**src/rtl/uart_flash_loader.sv**
```systemverilog
// UART (8N1) program-image receiver that packs little-endian bytes into words and
// writes them to the memory flash port, holding the CPU in reset until the image is complete.
module uart_flash_loader #(
    parameter int               WIDTH        = 32,
    parameter int               CLKS_PER_BIT = 434,
    parameter logic [WIDTH-1:0] BASE_ADDR    = '0
) (
    input  logic             clk,
    input  logic             rst,
    input  logic             uart_rx,
    output logic             flash_en,
    output logic [WIDTH-1:0] flash_addr,
    output logic [WIDTH-1:0] flash_data,
    output logic             cpu_hold,
    output logic             done,
    output logic             err
);

    localparam int             CW        = $clog2(CLKS_PER_BIT);
    localparam logic [CW-1:0] BIT_LAST  = CW'(CLKS_PER_BIT - 1);
    localparam logic [CW-1:0] HALF_LAST = CW'(CLKS_PER_BIT / 2 - 1);

    typedef enum logic [1:0] {R_IDLE, R_START, R_DATA, R_STOP} rx_state_t;
    typedef enum logic [2:0] {L_SYNC, L_LEN0, L_LEN1, L_DATA, L_WRITE, L_DONE} ld_state_t;

    logic            rx_s1, rx_s2, rx_prev;
    rx_state_t       rstate;
    logic [CW-1:0]   cnt;
    logic [2:0]      bit_idx;
    logic [7:0]      rx_byte;
    logic            byte_valid, frame_err;

    ld_state_t       lstate;
    logic [15:0]     len, word_idx;
    logic [1:0]      byte_idx;
    logic [WIDTH-1:0] word;

    // Idle-high synchronizer; rx_prev gives the 1->0 start-edge detect.
    always_ff @(posedge clk) begin
        if (rst) begin
            rx_s1   <= 1'b1;
            rx_s2   <= 1'b1;
            rx_prev <= 1'b1;
        end else begin
            rx_s1   <= uart_rx;
            rx_s2   <= rx_s1;
            rx_prev <= rx_s2;
        end
    end

    always_ff @(posedge clk) begin
        if (rst) begin
            rstate     <= R_IDLE;
            cnt        <= '0;
            bit_idx    <= '0;
            rx_byte    <= '0;
            byte_valid <= 1'b0;
            frame_err  <= 1'b0;
        end else begin
            byte_valid <= 1'b0;
            frame_err  <= 1'b0;
            case (rstate)
                R_IDLE: begin
                    cnt <= '0;
                    if (rx_prev && !rx_s2) rstate <= R_START;
                end
                R_START: begin
                    if (cnt == HALF_LAST) begin
                        cnt     <= '0;
                        bit_idx <= '0;
                        rstate  <= rx_s2 ? R_IDLE : R_DATA;
                    end else begin
                        cnt <= cnt + CW'(1);
                    end
                end
                R_DATA: begin
                    if (cnt == BIT_LAST) begin
                        cnt     <= '0;
                        rx_byte <= {rx_s2, rx_byte[7:1]};
                        bit_idx <= bit_idx + 3'd1;
                        if (bit_idx == 3'd7) rstate <= R_STOP;
                    end else begin
                        cnt <= cnt + CW'(1);
                    end
                end
                R_STOP: begin
                    if (cnt == BIT_LAST) begin
                        cnt        <= '0;
                        byte_valid <= rx_s2;
                        frame_err  <= !rx_s2;
                        rstate     <= R_IDLE;
                    end else begin
                        cnt <= cnt + CW'(1);
                    end
                end
                default: rstate <= R_IDLE;
            endcase
        end
    end

    always_ff @(posedge clk) begin
        if (rst) begin
            lstate     <= L_SYNC;
            len        <= '0;
            word_idx   <= '0;
            byte_idx   <= '0;
            word       <= '0;
            flash_en   <= 1'b0;
            flash_addr <= BASE_ADDR;
            flash_data <= '0;
            cpu_hold   <= 1'b1;
            done       <= 1'b0;
            err        <= 1'b0;
        end else begin
            flash_en <= 1'b0;
            case (lstate)
                L_SYNC, L_DONE: begin
                    if (byte_valid && rx_byte == 8'hA5) begin
                        err      <= 1'b0;
                        cpu_hold <= 1'b1;
                        done     <= 1'b0;
                        word_idx <= '0;
                        lstate   <= L_LEN0;
                    end else if (frame_err) begin
                        err <= 1'b1;
                    end
                end
                L_LEN0: begin
                    if (frame_err) begin
                        err    <= 1'b1;
                        lstate <= L_SYNC;
                    end else if (byte_valid) begin
                        len[7:0] <= rx_byte;
                        lstate   <= L_LEN1;
                    end
                end
                L_LEN1: begin
                    if (frame_err) begin
                        err    <= 1'b1;
                        lstate <= L_SYNC;
                    end else if (byte_valid) begin
                        len[15:8] <= rx_byte;
                        if ({rx_byte, len[7:0]} == 16'd0) begin
                            cpu_hold <= 1'b0;
                            done     <= 1'b1;
                            lstate   <= L_DONE;
                        end else begin
                            byte_idx <= '0;
                            lstate   <= L_DATA;
                        end
                    end
                end
                L_DATA: begin
                    if (frame_err) begin
                        err    <= 1'b1;
                        lstate <= L_SYNC;
                    end else if (byte_valid) begin
                        word[{byte_idx, 3'b000} +: 8] <= rx_byte;
                        byte_idx <= byte_idx + 2'd1;
                        if (byte_idx == 2'd3) lstate <= L_WRITE;
                    end
                end
                L_WRITE: begin
                    if (frame_err) begin
                        err    <= 1'b1;
                        lstate <= L_SYNC;
                    end else begin
                        flash_en   <= 1'b1;
                        flash_data <= word;
                        flash_addr <= BASE_ADDR + (WIDTH'(word_idx) << 2);
                        word_idx   <= word_idx + 16'd1;
                        byte_idx   <= '0;
                        if (word_idx == len - 16'd1) begin
                            cpu_hold <= 1'b0;
                            done     <= 1'b1;
                            lstate   <= L_DONE;
                        end else begin
                            lstate <= L_DATA;
                        end
                    end
                end
                default: lstate <= L_SYNC;
            endcase
        end
    end

endmodule
```
**config.mk**
```make
export PLATFORM = sky130hd
export DESIGN_NAME = uart_flash_loader
export DESIGN_NICKNAME = d
export VERILOG_FILES = /design/src/rtl/uart_flash_loader.sv
export SDC_FILE = /design/constraint.sdc
export NUM_CORES = 1
export LEC_CHECK = 0
export BUFFER_PORTS_ARGS = -buffer_cell sky130_fd_sc_hd__buf_2
export CAP_MARGIN = 20
export CORE_MARGIN = 4
export CORE_UTILIZATION = 60
export CTS_CLUSTER_DIAMETER = 50
export DETAILED_ROUTE_END_ITERATION = 7
export PLACE_DENSITY = 0.8
export REMOVE_ABC_BUFFERS = 1
export SYNTH_ARGS = -nofsm -noshare
export SYNTH_HDL_FRONTEND = slang
export SYNTH_SLANG_ARGS = --single-unit
```
**constraint.sdc**
```tcl
create_clock -name clk -period 3.5 [get_ports clk]
set_input_delay 0.175 -clock clk [delete_from_list [all_inputs] [get_ports clk]]
set_output_delay 0.175 -clock clk [all_outputs]
set_load 0.005 [all_outputs]
```
* Word-level counts from Yosys, hierarchy flattened
Index checks and enable logic that the tools add are counted.
** Storage, ports and cells
- Bits in registers :: 148
- Latch bits :: 0
- Bits in writable memories :: 0
- ROM bits :: 0
- Word-level logic and storage cells :: 146
- Memories kept :: 0
** Operators by class
- $add $sub $neg :: 6
- $mul :: 0
- Divide/modulo/power cells :: 0
- Order comparisons :: 0
- Eq/ne operators :: 32
- Shifts and indexed selects :: 2
- Mux-type cells :: 54
- Bitwise gates (word level) :: 4
- Reductions and logical operators :: 27
** Operator list (count)
- 3-bit two-way mux :: 13
- 32-bit bitwise mux :: 1
- 16-bit two-way mux :: 2
- 16-bit case mux with 2 select lines :: 1
- 8-bit by 7-bit variable shift with 32-bit output, first input constant :: 1
- 8-bit by 7-bit variable part select with 32-bit output :: 1
- 2-bit inequality test, second input constant :: 14
- 9-bit case mux with 3 select lines :: 1
- 2-bit two-way mux :: 12
- 9-bit two-way mux :: 2
- 16-bit by 1-bit adder with 16-bit output, second input constant :: 1
- 16-bit equality test :: 1
- 16-bit logical NOT :: 1
- 16-bit by 1-bit subtractor with 16-bit output, second input constant :: 1
- 1-bit two-way mux :: 15
- 3-bit case mux with 5 select lines :: 1
- 3-bit AND reduction :: 5
- 7-bit AND reduction :: 2
- 3-bit inequality test, second input constant :: 4
- 5-bit AND reduction :: 2
- 9-bit by 1-bit adder with 9-bit output, second input constant :: 1
- 3-bit equality test, second input constant :: 3
- 9-bit by 8-bit equality test with 1-bit output, second input constant :: 1
- 9-bit equality test, second input constant :: 1
- other kinds (24) :: 38

* Depth between registers and ports, before layout
- Depth in word-level cells :: 5
- Depth in mapped cells :: 9
- Gate-level depth less buffers :: 9

* Worst setup path after synthesis
Ideal clock, no wire load.
- Path type :: register to register
- From :: reg len[0]
- To :: reg lstate[1]
- Library setup time :: 0.131 ns
- Data arrival time :: 2.073 ns
- Data required time :: 3.369 ns
- Slack :: 1.296 ns
- Stages on the path, launching flop included :: 10
- Cell sequence :: dfxtp_1 -> inv_1 -> ha_1 -> or4b_4 -> nor4b_2 -> o21ai_1 -> a31oi_1 -> o2111ai_1 -> a2111oi_4 -> o32ai_1
** On the way
- Longest elaborated chain between the ends :: 5
- Elaborated cells between the ends (all ways) :: 9
** Ends and longest elaborated chain
- start, declared :: line 34 : logic [15:0] len, word_idx;
- start signal, assigned :: line 133 : len[7:0] <= rx_byte;
- 16-bit by 1-bit subtractor with 16-bit output / 16-bit logical NOT (equally long branches) :: line 173, 143
- 16-bit equality test / 3-bit two-way mux (equally long branches) :: line 173, 143
- 3-bit two-way mux, on equally long branches :: line 173, 141
- 3-bit two-way mux, on equally long branches :: line 164, 138
- 3-bit case mux with 5 select lines * :: line 116 : case (lstate)
- end signal, assigned :: line 166 : lstate <= L_SYNC;
- end signal, assigned :: line 176 : lstate <= L_DONE;
- end signal, assigned :: line 178 : lstate <= L_DATA;
- end, declared :: line 33 : ld_state_t lstate;
Mark *: on every way between the ends. The rest lies on a longest branch, timed or not. The select of a mux whose other input is x is not followed.
A chain may end at the register's enable or synchronous reset.

* Worst setup path after layout
- From :: reg cnt[6]
- To :: reg bit_idx[1]
** On the way
- Longest elaborated chain between the ends :: 3
- Elaborated cells between the ends (all ways) :: 5
** Ends and longest elaborated chain
- start, declared :: line 28 : logic [CW-1:0] cnt;
- start signal, assigned :: line 73 : cnt <= cnt + CW'(1);
- start signal, assigned :: line 83 : cnt <= cnt + CW'(1);
- start signal, assigned :: line 93 : cnt <= cnt + CW'(1);
- 9-bit equality test / 9-bit by 8-bit equality test with 1-bit output (equally long branches) :: line 77, 68
- 2-bit inequality test (no line)
- 3-bit AND reduction (no line) *
- end signal, assigned :: line 80 : bit_idx <= bit_idx + 3'd1;
- end, declared :: line 29 : logic [2:0] bit_idx;
Mark *: on every way between the ends. The rest lies on a longest branch, timed or not.

==> results.md <==
- Max cap viols: 0
- Commonest non-fill, non-tap cell in the layout: nand2_1
- Worst Path Required: 3.97 ns
- Dpl cells: approximately 950
- PortBufs: 54
- FF+latch area: 2960 um^2
- Worst path slowest cell: nand3b_1
- Latest clock arrival within the worst-skew pair: 0.53 ns
- Clock Sinks: about 150
- Layout area overhead: 12.7%
- H-tree depth: 4
- Synth area leaders: dfxtp_1 (45%), nand2_1 (8.7%), a21oi_1 (7.3%)
- Post-CTS Setup Bufs: 0
- Crit end category: flip-flop
- Yosys top cell area share: 44.9%
- Sum Neg Setup Slack: 0 ns
- Pin count of the biggest net entering global routing: 76
- Dominant synthesized flop cell: dfxtp_1
- Share of layout cells above drive strength 1: 12.1%
- WHS: 0.101 ns
- 1st-iter DRT viols: 398
- Worst hold path class: input port to flip-flop
- Final Slew Violations: 0
- Post-synthesis sequential area ratio: 44.9%
- Delay-heaviest family, CP: simple AND/OR/NAND/NOR gates
- Layout Cells excl Fill: 981
- Power density over the cells: between 500 and 600 nW/um^2
- #FFs+latches synth: 148
- Multi-input gate area in the final layout: 3290 um^2
- Diode count: 0
- Setup crit start kind: flip-flop
- Post-synth EDFFs: 0
- Post-route DRC: 0
- ANT nets after route: 0
- Final Wtd Congestion: 0.886
- Critical Path AT: 2.97 ns
- Drt wl/cell: 14.2 um
- # IOs: 71
- Die area: 12700 um^2
- Status: complete, no violations
- Max incr delay on CP: 0.56 ns
- Number of global-route vias before repair: 5179
- TritonCTS Buffers: 17
- WS Path Type: flip-flop to flip-flop
- Hold Fails Final Rpt: 0
- Tot GR Track Use: between 20% and 30%
- Asr flop ratio synth: 0%
- Fillers: 853
- Initial antenna violation count: 0
- Tcrit/Tclk final: 71.7%
- DRT Pass-1 Iters: 5
- CTS clk-pin slew, worst paths: approximately 0.060 ns
- CTS Hold Bufs: 1
- Rel. slew slack: between 30% and 40%
- RSZ-0062 raised after global routing: no
- Synth Area per Inst: between 8 and 9 um^2
- Most frequent cells in the layout: nand2_1 (153), dfxtp_1 (148), a21oi_1 (96)
- Lkg Pwr: 2.88 nW
- First-pass GRT wire length: 23600 um
- Crit-path cells: nand4bb_1, nor4b_1, nand3b_1, a21boi_0, nor4bb_1, a21oi_1, nor2_1
- Die Wd: approximately 110 um
- Netlist cell types: 59
- Die height: 113 um
- Power Total: between 3 and 4 mW
- Cells after Synth: approximately 800
- Worst Path Buf+Inv: 0
- Cell area after synthesis: 6590 um^2
- Starting Density: between 60% and 70%
- Final wirelength: 13900 um
- Row count: 38
- Max Fclk: 0.399 GHz
- HPWL after DPL: 9390 um
- Setup Viol. Count Final: 0
- CTS tree: yes
- Min Clock Period, post-route: 2.51 ns
- Vias per cell: 5.54
- Max Fanout on Critical Path: 10
- CTS Root Buffer Type: clkbuf_8
- Post-cts resize count: 0
- Syn. warnings: 0
- Max VDD drop: 0.427 mV
- Grt total ovfl: 0
- Via count: ~5400
- Synth area leader: dfxtp_1
- Worst-margin pin slew: 0.905 ns
- Deepest clock path buffer count: 2
- Nets@finish: 844
- Core area: around 11000 um^2
- Worst Skew: 0.00777 ns
[metal layers]
layer | track usage [%] | up-vias | share of wire, %
met3 | 6.10 | 35 | 5.1
li1 | - | 2715 | -
met4 | 9.46 | 0 | 2.1
met5 | 0 | - | 0
met1 | 26.5 | 2532 | 43
met2 | 39.0 | 150 | 50
[registers in the layout, indices dropped and copies added (netlist names), 2 cells and up, named ones only]
signal	count
bit_idx	3
byte_idx	2
cnt	9
flash_addr	16
flash_data	32
len	16
lstate	3
rx_byte	8
word	32
word_idx	16
[power breakdown]
group	internal, mW	switching [mW]	total (mW)
combinational	0.0655	0.0918	0.157
sequential	1.71	0.0398	1.75
clock	1.20	0.690	1.89
[cell usage after synthesis (all sizes together), types with 6 or more instances]
master	count
ha	13
nor3	12
or3	6
nor4	8
o21ai	10
nand3	46
xor2	20
a21oi	97
mux2i	25
inv	16
nor2	79
buf	22
clkbuf	48
nand2	153
dfxtp	148
xnor2	19
nand4	6
nor2b	7
[cell type report]
type	instances	share of cell area (%)
clock buffers	20	6.00
clock inverters	12	2.39
inverters	16	0.808
multi-input cells	586	44.3
flip-flops and latches	148	39.9
well taps	140	2.36
repair buffers	59	4.21
[through the flow]
step / cell area, um^2 / utilization [%] / setup slack, ns
final: 7430 / 68.8 / 0.992
after global routing: 7430 / 68.8 / 0.742
after CTS: 7430 / 68.8 / 0.986
after detailed placement: 6800 / 63.0 / 0.998
after global placement: 6800 / 63.0 / 1.12
after floorplan: 6310 / - / 0.0135
[cell families (layout without fill, tap and decap cells)]
family / Yosys count / count (layout) / share of synthesized area [%]
other: 1 / 16 / 0.0569
flip-flops: 148 / 148 / 44.9
multiplexers: 25 / 25 / 3.80
AND/OR/NAND/NOR: 361 / 361 / 26.1
buffers and inverters: 86 / 107 / 6.02
XOR/XNOR: 39 / 39 / 5.18
AO/OA/AOI/OAI: 132 / 132 / 11.5
adder cells (fa/ha/maj): 13 / 13 / 2.47
[final timing paths]
kind / start / to / slack [ns] / cells past startpoint
setup reg to reg: cnt[6] / bit_idx[1] / 0.99 / 7
hold / removal: rst / rx_byte[1] / 0.10 / 2
setup / recovery: cnt[6] / bit_idx[1] / 0.99 / 7
hold reg to reg: rx_s1 / rx_s2 / 0.41 / 1
(Power assumes the default switching activity.)
